<file path="config.mk">
export PLATFORM = sky130hd
export DESIGN_NAME = l1_mem_burst_ctrl_flat
export DESIGN_NICKNAME = d
export VERILOG_FILES = /design/src/rtl/l1_mem_burst_ctrl_if.sv /design/src/rtl/l1_mem_burst_ctrl.sv /design/src/flat_wrapper.sv
export SDC_FILE = /design/constraint.sdc
export NUM_CORES = 1
export LEC_CHECK = 0
export BUFFER_PORTS_ARGS = -buffer_cell sky130_fd_sc_hd__buf_2
export CAP_MARGIN = 20
export CORE_MARGIN = 2
export CORE_UTILIZATION = 45
export DETAILED_ROUTE_END_ITERATION = 12
export HOLD_SLACK_MARGIN = 0.05
export PLACE_DENSITY = 0.85
export REMOVE_ABC_BUFFERS = 1
export SKIP_CTS_REPAIR_TIMING = 1
export SLEW_MARGIN = 5
export SYNTH_ARGS = -nofsm -noshare
export SYNTH_HDL_FRONTEND = slang
export SYNTH_SLANG_ARGS = --single-unit
</file>
<file path="constraint.sdc">
create_clock -name sys_clk -period 2.8 [get_ports sys_clk]
set_input_delay 0.28 -clock sys_clk [delete_from_list [all_inputs] [get_ports sys_clk]]
set_output_delay 0.28 -clock sys_clk [all_outputs]
set_load 0.02 [all_outputs]
</file>
<file path="src/rtl/l1_mem_burst_ctrl_if.sv">
// Signal bundle for l1_mem_burst_ctrl: cache request/data channels on one side,
// memory burst command/data channels on the other.
// slave  : seen by the burst controller.
// master : seen by the surrounding cache and memory (or a testbench).
interface l1_mem_burst_ctrl_if #(
    parameter int DATA_WIDTH      = 32,
    parameter int DATA_ADDR_WIDTH = 32,
    parameter int READ_BURST_LEN  = 8
);
    localparam int RIDX_W = $clog2(READ_BURST_LEN);

    // cache side
    logic                       cache_req_valid;
    logic                       cache_req_ready;
    logic                       cache_req_write;
    logic [DATA_ADDR_WIDTH-1:0] cache_req_addr;
    logic [DATA_WIDTH-1:0]      cache_wdata;
    logic                       cache_wdata_valid;
    logic                       cache_wdata_ready;
    logic [DATA_WIDTH-1:0]      cache_rdata;
    logic                       cache_rdata_valid;
    logic [RIDX_W-1:0]          cache_rdata_idx;
    logic                       cache_rdata_last;
    logic                       cache_done;

    // memory side
    logic                       mem_cmd_valid;
    logic                       mem_cmd_ready;
    logic                       mem_cmd_write;
    logic [DATA_ADDR_WIDTH-1:0] mem_cmd_addr;
    logic [DATA_WIDTH-1:0]      mem_wdata;
    logic                       mem_wdata_valid;
    logic                       mem_wdata_ready;
    logic [DATA_WIDTH-1:0]      mem_rdata;
    logic                       mem_rdata_valid;

    modport slave (
        input  cache_req_valid, cache_req_write, cache_req_addr,
        input  cache_wdata, cache_wdata_valid,
        output cache_req_ready, cache_wdata_ready,
        output cache_rdata, cache_rdata_valid, cache_rdata_idx, cache_rdata_last,
        output cache_done,
        output mem_cmd_valid, mem_cmd_write, mem_cmd_addr,
        output mem_wdata, mem_wdata_valid,
        input  mem_cmd_ready, mem_wdata_ready, mem_rdata, mem_rdata_valid
    );

    modport master (
        output cache_req_valid, cache_req_write, cache_req_addr,
        output cache_wdata, cache_wdata_valid,
        input  cache_req_ready, cache_wdata_ready,
        input  cache_rdata, cache_rdata_valid, cache_rdata_idx, cache_rdata_last,
        input  cache_done,
        input  mem_cmd_valid, mem_cmd_write, mem_cmd_addr,
        input  mem_wdata, mem_wdata_valid,
        output mem_cmd_ready, mem_wdata_ready, mem_rdata, mem_rdata_valid
    );
endinterface

</file>
<file path="src/rtl/l1_mem_burst_ctrl.sv">
// l1_mem_burst_ctrl: turns L1 line requests into one memory burst command plus
// data beats. Refills come back registered and tagged with their word index;
// write-back beats pass straight through.
// Optional feature: define CRITICAL_WORD_FIRST_EN to start refills at the
// requested word (wrapping burst) instead of at the line base.
module l1_mem_burst_ctrl #(
    parameter int DATA_WIDTH      = 32,
    parameter int DATA_ADDR_WIDTH = 32,
    parameter int READ_BURST_LEN  = 8,
    parameter int WRITE_BURST_LEN = 8
) (
    input logic                sys_clk,
    input logic                sys_rst,
    l1_mem_burst_ctrl_if.slave bus
);
    localparam int RIDX_W  = $clog2(READ_BURST_LEN);
    localparam int WIDX_W  = $clog2(WRITE_BURST_LEN);
    localparam int MAX_LEN = (READ_BURST_LEN > WRITE_BURST_LEN) ? READ_BURST_LEN : WRITE_BURST_LEN;
    localparam int CNT_W   = $clog2(MAX_LEN) + 1;

    // Masks that clear the in-line offset (word index plus byte offset).
    localparam logic [DATA_ADDR_WIDTH-1:0] RD_LINE_MASK = {DATA_ADDR_WIDTH{1'b1}} << (RIDX_W + 2);
    localparam logic [DATA_ADDR_WIDTH-1:0] WR_LINE_MASK = {DATA_ADDR_WIDTH{1'b1}} << (WIDX_W + 2);

    typedef enum logic [2:0] {
        IDLE    = 3'd0,
        CMD     = 3'd1,
        RD_DATA = 3'd2,
        WR_DATA = 3'd3,
        DONE    = 3'd4
    } state_e;

    state_e                     state_q, state_d;
    logic                       write_q, write_d;
    logic [DATA_ADDR_WIDTH-1:0] addr_q, addr_d;
    logic [CNT_W-1:0]           cnt_q, cnt_d;

    // Registered refill beat presented to the cache.
    logic [DATA_WIDTH-1:0]      rdata_q, rdata_d;
    logic                       rdata_valid_q, rdata_valid_d;
    logic [RIDX_W-1:0]          rdata_idx_q, rdata_idx_d;
    logic                       rdata_last_q, rdata_last_d;

    // Combinational outputs.
    logic                       req_ready;
    logic                       cmd_valid;
    logic                       cmd_write;
    logic [DATA_ADDR_WIDTH-1:0] cmd_addr_out;
    logic [DATA_WIDTH-1:0]      wdata_out;
    logic                       wdata_valid_out;
    logic                       wdata_ready_out;
    logic                       done;

    // Burst start address and first word index of the latched request.
    logic [DATA_ADDR_WIDTH-1:0] burst_addr;
    logic [RIDX_W-1:0]          start_idx;

`ifdef CRITICAL_WORD_FIRST_EN
    localparam logic [DATA_ADDR_WIDTH-1:0] WORD_MASK = {DATA_ADDR_WIDTH{1'b1}} << 2;

    // Refills start at the requested word; write-backs always start at word 0.
    assign burst_addr = write_q ? (addr_q & WR_LINE_MASK) : (addr_q & WORD_MASK);
    assign start_idx  = write_q ? '0 : addr_q[RIDX_W+1:2];
`else
    assign burst_addr = addr_q & (write_q ? WR_LINE_MASK : RD_LINE_MASK);
    assign start_idx  = '0;
`endif

    // Next-state logic and output decode for the burst FSM.
    // NOTE: every signal gets a default at the top so no path leaves one unassigned (no latches).
    always_comb begin
        state_d         = state_q;
        write_d         = write_q;
        addr_d          = addr_q;
        cnt_d           = cnt_q;
        rdata_d         = rdata_q;
        rdata_valid_d   = 1'b0;
        rdata_idx_d     = rdata_idx_q;
        rdata_last_d    = 1'b0;
        req_ready       = 1'b0;
        cmd_valid       = 1'b0;
        cmd_write       = 1'b0;
        cmd_addr_out    = '0;
        wdata_out       = '0;
        wdata_valid_out = 1'b0;
        wdata_ready_out = 1'b0;
        done            = 1'b0;

        case (state_q)
            IDLE: begin
                req_ready = 1'b1;
                if (bus.cache_req_valid) begin
                    write_d = bus.cache_req_write;
                    addr_d  = bus.cache_req_addr;
                    cnt_d   = '0;
                    state_d = CMD;
                end
            end

            CMD: begin
                cmd_valid    = 1'b1;
                cmd_write    = write_q;
                cmd_addr_out = burst_addr;
                if (bus.mem_cmd_ready) begin
                    state_d = write_q ? WR_DATA : RD_DATA;
                end
            end

            RD_DATA: begin
                // Beats beyond the burst length are dropped; the counter never wraps.
                if (bus.mem_rdata_valid && (cnt_q < CNT_W'(READ_BURST_LEN))) begin
                    rdata_d       = bus.mem_rdata;
                    rdata_valid_d = 1'b1;
                    rdata_idx_d   = start_idx + cnt_q[RIDX_W-1:0];
                    rdata_last_d  = (cnt_q == CNT_W'(READ_BURST_LEN - 1));
                    cnt_d         = cnt_q + CNT_W'(1);
                end
                // Leave once the last beat has been shown to the cache.
                if (rdata_valid_q && rdata_last_q) begin
                    state_d = DONE;
                end
            end

            WR_DATA: begin
                wdata_out       = bus.cache_wdata;
                wdata_valid_out = bus.cache_wdata_valid;
                wdata_ready_out = bus.mem_wdata_ready;
                if (bus.cache_wdata_valid && bus.mem_wdata_ready) begin
                    cnt_d = cnt_q + CNT_W'(1);
                    if (cnt_q == CNT_W'(WRITE_BURST_LEN - 1)) begin
                        state_d = DONE;
                    end
                end
            end

            DONE: begin
                done    = 1'b1;
                state_d = IDLE;
            end

            default: state_d = IDLE;
        endcase

        // Outputs are held low for the whole reset, not only after its first edge.
        if (sys_rst) begin
            req_ready       = 1'b0;
            cmd_valid       = 1'b0;
            cmd_write       = 1'b0;
            cmd_addr_out    = '0;
            wdata_out       = '0;
            wdata_valid_out = 1'b0;
            wdata_ready_out = 1'b0;
            done            = 1'b0;
        end
    end

    // State and datapath registers with synchronous reset.
    // NOTE: sequential state uses non-blocking assignments so all registers update together.
    always_ff @(posedge sys_clk) begin
        if (sys_rst) begin
            state_q       <= IDLE;
            write_q       <= 1'b0;
            addr_q        <= '0;
            cnt_q         <= '0;
            rdata_q       <= '0;
            rdata_valid_q <= 1'b0;
            rdata_idx_q   <= '0;
            rdata_last_q  <= 1'b0;
        end else begin
            state_q       <= state_d;
            write_q       <= write_d;
            addr_q        <= addr_d;
            cnt_q         <= cnt_d;
            rdata_q       <= rdata_d;
            rdata_valid_q <= rdata_valid_d;
            rdata_idx_q   <= rdata_idx_d;
            rdata_last_q  <= rdata_last_d;
        end
    end

    assign bus.cache_req_ready   = req_ready;
    assign bus.cache_wdata_ready = wdata_ready_out;
    assign bus.cache_rdata       = rdata_q;
    assign bus.cache_rdata_valid = rdata_valid_q;
    assign bus.cache_rdata_idx   = rdata_idx_q;
    assign bus.cache_rdata_last  = rdata_last_q;
    assign bus.cache_done        = done;
    assign bus.mem_cmd_valid     = cmd_valid;
    assign bus.mem_cmd_write     = cmd_write;
    assign bus.mem_cmd_addr      = cmd_addr_out;
    assign bus.mem_wdata         = wdata_out;
    assign bus.mem_wdata_valid   = wdata_valid_out;
endmodule

</file>
<file path="src/flat_wrapper.sv">
// flat-port wrapper written by rule: the top's interface ports become plain ports
module l1_mem_burst_ctrl_flat 
#(
    parameter int DATA_WIDTH      = 32,
    parameter int DATA_ADDR_WIDTH = 32,
    parameter int READ_BURST_LEN  = 8,
    parameter int WRITE_BURST_LEN = 8
)
  (sys_clk, sys_rst, bus_cache_req_valid, bus_cache_req_write, bus_cache_req_addr, bus_cache_wdata, bus_cache_wdata_valid, bus_cache_req_ready, bus_cache_wdata_ready, bus_cache_rdata, bus_cache_rdata_valid, bus_cache_rdata_idx, bus_cache_rdata_last, bus_cache_done, bus_mem_cmd_valid, bus_mem_cmd_write, bus_mem_cmd_addr, bus_mem_wdata, bus_mem_wdata_valid, bus_mem_cmd_ready, bus_mem_wdata_ready, bus_mem_rdata, bus_mem_rdata_valid);
  l1_mem_burst_ctrl_if #(.DATA_WIDTH(DATA_WIDTH), .DATA_ADDR_WIDTH(DATA_ADDR_WIDTH), .READ_BURST_LEN(READ_BURST_LEN)) bus_i ();
  input logic sys_clk;
  input logic sys_rst;
  input wire logic [$bits(bus_i.cache_req_valid)-1:0] bus_cache_req_valid;
  input wire logic [$bits(bus_i.cache_req_write)-1:0] bus_cache_req_write;
  input wire logic [$bits(bus_i.cache_req_addr)-1:0] bus_cache_req_addr;
  input wire logic [$bits(bus_i.cache_wdata)-1:0] bus_cache_wdata;
  input wire logic [$bits(bus_i.cache_wdata_valid)-1:0] bus_cache_wdata_valid;
  output wire logic [$bits(bus_i.cache_req_ready)-1:0] bus_cache_req_ready;
  output wire logic [$bits(bus_i.cache_wdata_ready)-1:0] bus_cache_wdata_ready;
  output wire logic [$bits(bus_i.cache_rdata)-1:0] bus_cache_rdata;
  output wire logic [$bits(bus_i.cache_rdata_valid)-1:0] bus_cache_rdata_valid;
  output wire logic [$bits(bus_i.cache_rdata_idx)-1:0] bus_cache_rdata_idx;
  output wire logic [$bits(bus_i.cache_rdata_last)-1:0] bus_cache_rdata_last;
  output wire logic [$bits(bus_i.cache_done)-1:0] bus_cache_done;
  output wire logic [$bits(bus_i.mem_cmd_valid)-1:0] bus_mem_cmd_valid;
  output wire logic [$bits(bus_i.mem_cmd_write)-1:0] bus_mem_cmd_write;
  output wire logic [$bits(bus_i.mem_cmd_addr)-1:0] bus_mem_cmd_addr;
  output wire logic [$bits(bus_i.mem_wdata)-1:0] bus_mem_wdata;
  output wire logic [$bits(bus_i.mem_wdata_valid)-1:0] bus_mem_wdata_valid;
  input wire logic [$bits(bus_i.mem_cmd_ready)-1:0] bus_mem_cmd_ready;
  input wire logic [$bits(bus_i.mem_wdata_ready)-1:0] bus_mem_wdata_ready;
  input wire logic [$bits(bus_i.mem_rdata)-1:0] bus_mem_rdata;
  input wire logic [$bits(bus_i.mem_rdata_valid)-1:0] bus_mem_rdata_valid;
  assign bus_i.cache_req_valid = bus_cache_req_valid;
  assign bus_i.cache_req_write = bus_cache_req_write;
  assign bus_i.cache_req_addr = bus_cache_req_addr;
  assign bus_i.cache_wdata = bus_cache_wdata;
  assign bus_i.cache_wdata_valid = bus_cache_wdata_valid;
  assign bus_cache_req_ready = bus_i.cache_req_ready;
  assign bus_cache_wdata_ready = bus_i.cache_wdata_ready;
  assign bus_cache_rdata = bus_i.cache_rdata;
  assign bus_cache_rdata_valid = bus_i.cache_rdata_valid;
  assign bus_cache_rdata_idx = bus_i.cache_rdata_idx;
  assign bus_cache_rdata_last = bus_i.cache_rdata_last;
  assign bus_cache_done = bus_i.cache_done;
  assign bus_mem_cmd_valid = bus_i.mem_cmd_valid;
  assign bus_mem_cmd_write = bus_i.mem_cmd_write;
  assign bus_mem_cmd_addr = bus_i.mem_cmd_addr;
  assign bus_mem_wdata = bus_i.mem_wdata;
  assign bus_mem_wdata_valid = bus_i.mem_wdata_valid;
  assign bus_i.mem_cmd_ready = bus_mem_cmd_ready;
  assign bus_i.mem_wdata_ready = bus_mem_wdata_ready;
  assign bus_i.mem_rdata = bus_mem_rdata;
  assign bus_i.mem_rdata_valid = bus_mem_rdata_valid;
  l1_mem_burst_ctrl #(.DATA_WIDTH(DATA_WIDTH), .DATA_ADDR_WIDTH(DATA_ADDR_WIDTH), .READ_BURST_LEN(READ_BURST_LEN), .WRITE_BURST_LEN(WRITE_BURST_LEN)) u_core (.sys_clk(sys_clk), .sys_rst(sys_rst), .bus(bus_i));
endmodule
</file>
# Word level (Yosys, flattened, before mapping)
# Cells that the tools add are included.
[classes]
n_reduce_logical = 11
n_bitwise = 2
addsub = 1
eq_ne = 11
muxes = 28
order_cmp = 1
[ops]
columns = ["cell", "n"]
rows = [
  ["$mux W32", 4],
  ["$mux W3", 5],
  ["$mux W1", 14],
  ["$mux W4", 3],
  ["$pmux W3 S4", 1],
  ["$pmux W4 S3", 1],
  ["$ne A2 B1 Y1 const B", 4],
  ["$eq A3 B2 Y1 const B", 2],
  ["$reduce_and A5 Y1", 1],
  ["$add A4 B1 Y4 const B", 1],
  ["$eq A4 B3 Y1 const B", 1],
  ["$lt A4 B4 Y1 const B", 1],
  ["$ne A2 B2 Y1 const B", 2],
  ["$reduce_and A2 Y1", 2],
  ["$reduce_and A4 Y1", 1],
  ["$eq A3 B1 Y1 const B", 1],
  ["$eq A3 B3 Y1 const B", 1],
  ["$logic_and A1 B1 Y1", 3],
  ["$logic_not A3 Y1", 1],
  ["$reduce_bool A3 Y1", 1],
  ["$reduce_or A3 Y1", 1],
  ["$not A1 Y1", 2],
  ["$reduce_or A2 Y1", 1],
]
[word_totals]
wordCells = 62
out_inout_bits = 107
reg_bits = 77
input_bits = 104

# Logic depth before layout (Yosys ltp)
[depth]
word_depth = 4
ltp_mapped = 6
ltp_nobuf = 5

# Least setup slack after synthesis
# Ideal clock, no wire load.
[synth_path]
path_type = "register -> output"
startpoint = "reg u_core.state_q[2]"
endpoint = "out bus_mem_cmd_addr[22]"
slack_ns = 0.972
required_ns = 2.520
arrival_ns = 1.548
path_buffers = 2
stages_incl_launch_ff = 6
cell_sequence = "dfxtp_1 -> buf_2 -> or3b_2 -> nor2_1 -> buf_2 -> and2_1"
[synth_between]
elab_chain_len = 3
[synth_lines]
columns = ["element", "line", "source"]
rows = [
  ["start: declaration", "l1_mem_burst_ctrl.sv:33", "state_e state_q, state_d;"],
  ["start signal: assignment", "l1_mem_burst_ctrl.sv:170", "state_q <= state_d;"],
  ["$eq A3 B1 Y1", "l1_mem_burst_ctrl.sv:89", "case (state_q)"],
  ["$mux W32", "l1_mem_burst_ctrl.sv:89", ""],
  ["$mux W32", "l1_mem_burst_ctrl.sv:145", "if (sys_rst) begin"],
  ["end: declaration", "flat_wrapper.sv:27", "output wire logic [$bits(bus_i.mem_cmd_addr)-1:0] bus_mem_cmd_addr;"],
]
# No other way between the ends.

# Final worst setup path
[layout_path]
startpoint = "reg u_core.state_q[0]"
endpoint = "out bus_mem_wdata[28]"
[layout_between]
elab_chain_len = 3
[layout_lines]
columns = ["element", "line", "source"]
rows = [
  ["$eq A3 B2 Y1", "l1_mem_burst_ctrl.sv:89", ""],
  ["$mux W32", "l1_mem_burst_ctrl.sv:89", ""],
  ["$mux W32", "l1_mem_burst_ctrl.sv:145", ""],
  ["end: declaration", "flat_wrapper.sv:28", "output wire logic [$bits(bus_i.mem_wdata)-1:0] bus_mem_wdata;"],
]
# No other way between the ends.

==> impl_metrics.ini <==
[outcome]
status = finished clean

[route]
wl_per_cell_um = 11.87
ant_nets = 0
drtIter0Drc = 109
drcViolationCount = 0
drtPass1Iterations = 4
viasPerCell = 4.712
wl_um = 8300
via_count = 3294

[placement]
dpl.cell_count = 683
portBuffers = 200
hpwl_um = 6136
gp_congestion = 0.8537

[worst_setup_path]
cp.required_ns = 2.52
crit_fanout = 22
worst_path_largest_cell_delay_ns = 0.65
cp.arrival_ns = 2.28
rr_worst_depth = 5
critPathTopFamily = simple AND/OR/NAND/NOR gates
rr_startpoint = u_core.state_q[1]
r2r_slack_ns = 0.86
cpMaxStageDelayCell = dfxtp_1
critical_path_class = flip-flop to output pin
crit_chain = nand2_1 > nor3_2 > buf_4 > and2_1 > buf_2
setup.worst_path.start_class = flip-flop
crit_cells = 5
r2r-end = u_core.bus.cache_rdata[15]
endpoint_kind = output pin
path_buf_inv = 2

[timing]
maxSlewViolCount = 0
final_hold_viol_count = 0
fin_skew_ns = 0.01313
tightest_slew_ns = 0.8950
max_freq_ghz = 0.3904
relSlewSlack = 0.4033
period_minus_slack_ns = 2.562
post-route-period-util = 0.9148
fin_setup_tns_ns = 0
rsz0062_at_grt = false
setup_viol = 0
hold-worst-slack_ns = 0.1698

[final_layout]
drive_gt1_frac = 0.3781
antenna_cells = 0
instances_no_fill = 699
register_area_um2 = 1441
area_growth_pct = 38.74
layout_commonest_cell = buf_2
final_cell_mix = buf_2, nand2_1, dfxtp_1, a21oi_1, and2_1
fin_nets = 703
final.fill_count = 626
multi_input_area_um2 = 1572

[power_and_ir_drop]
p_leak_nw = 2.190
finalPower_mw = 2.594
max-vdd-ir-drop_mv = 0.3675
powerDensity_nw_per_um2 = 588.3

[cts]
root_buffer = clkbuf_8
ctsLongestPathBuffers = 2
cts_buffers = 9
cts_tree = built
h-tree-depth = 3
clkTransAtPathRegs_ns = 0.08
clk_latency_ns = 0.34
cts.sinks = 72

[floorplan]
io_pins = 211
initial_core_util = 0.4652
die-area_um2 = 7750
fp-row-count = 30
die_x_um = 88.04
die_y_um = 88.04
core_um2 = 6832

[logic_synthesis]
ys_seq_area_frac = 0.4535
async_flop_share = 0
netlist-cell-type-count = 39
yosys_warnings = 0
yosys_most_used_dff = dfxtp_1
syn_area_um2 = 3178
yosys.area.top_type = dfxtp_1
netlist.area_leader.share = 0.4535
synth_edf_count = 0
synthTopCellsByArea = dfxtp_1, nand2_1, and2_1, a21oi_1, buf_2
ys_seq_elements = 72
synth_area_per_cell_um2 = 7.751
syn-instance-count = 410

[grt]
grtUsageTotal = 0.2126
grt_start_max_net_pins = 51
overflow = 0
grt_pass1_wl_um = 13140
antenna_found_initial = 0
grt_pass1_vias = 3006

[hold_path]
hold_class = primary input to flip-flop
worstHoldPathCells = 3
worst_hold_path.endpoint = u_core.bus.cache_rdata[2]
hp-start = bus_mem_rdata[2]

[flow_run]
maxCapViolCount = 0
state kept, by name, summed over array words and instances (netlist names):
register and count:
u_core.addr_q 27, u_core.write_q 1, u_core.bus.cache_rdata 32, u_core.bus.cache_rdata_last 1, u_core.bus.cache_rdata_idx 3, u_core.bus.cache_rdata_valid 1
u_core.state_q 3, u_core.cnt_q 4
metrics by stage:
stage / worst slack (ns) / instance area (um2) / utilization
2_1_floorplan: 0.2764 / 3010 / -
3_3_place_gp: 0.6924 / 4190 / 0.6134
3_5_place_dp: 0.6314 / 4190 / 0.6134
4_1_cts: 0.2451 / 4409 / 0.6454
5_1_grt: 0.03324 / 4409 / 0.6454
6_report: 0.2385 / 4409 / 0.6454
power by group:
group          internal, mW  switching, mW  leakage (nW)
Sequential             1.11         0.0643         0.585
Combinational         0.209          0.331          1.50
Clock                 0.503          0.381         0.110
layout make-up:
| type | instances | area share |
|---|---|---|
| clock buffer | 9 | 0.02809 |
| tap | 96 | 0.02724 |
| timing repair buffer | 207 | 0.2389 |
| inverter | 1 | 0.0008513 |
| multi-input combinational | 307 | 0.3564 |
| clock inverter | 7 | 0.02157 |
| sequential | 72 | 0.3269 |
how the worst max path moves through the flow:
stage                      start                   end  slack [ns]
6_report       u_core.state_q[0]     bus_mem_wdata[28]        0.24
5_1_grt        u_core.state_q[0]     bus_mem_wdata[28]        0.03
4_1_cts        u_core.state_q[0]     bus_mem_wdata[28]        0.25
3_5_place_dp   u_core.state_q[0]     bus_mem_wdata[28]        0.63
3_3_place_gp   u_core.state_q[0]  bus_mem_cmd_addr[14]        0.69
2_1_floorplan  u_core.state_q[0]  bus_mem_cmd_addr[10]        0.28
cells by family (layout without fill, tap and decap cells):
logic type / Yosys count / count (layout) / synth area share
flip-flops: 72 / 72 / 0.4535
multiplexers: 1 / 1 / 0.007086
AND/OR/NAND/NOR: 224 / 224 / 0.3473
AO/OA/AOI/OAI: 76 / 76 / 0.1283
adder cells (fa/ha/maj): 1 / 1 / 0.003936
other: 1 / 5 / 0.001180
buffers and inverters: 35 / 224 / 0.05866
per-layer routing:
layer	track usage	wire length, um
met1	0.2542	3587
met2	0.3567	3964
met3	0.06975	657
met4	0.07989	91
met5	0	0
cells in the mapped netlist, types with 2 or more instances:
library cell	number
or3_1	2
a21oi_1	65
nand3_1	4
nand2_1	129
dfxtp_1	72
nor2b_1	3
nor4b_1	2
o21ai_0	2
a32o_1	2
buf_2	12
nor2_1	2
nor3_1	4
nand2b_1	3
o211ai_1	2
clkbuf_1	11
clkbuf_2	2
buf_4	8
and2_1	63
nor3_2	2
tightest hold or removal path, stage by stage:
cell	delay, ns
buf_2	0.10
nand2_1	0.04
a21oi_1	0.05
Note: power is estimated with default switching activity, not from simulation.
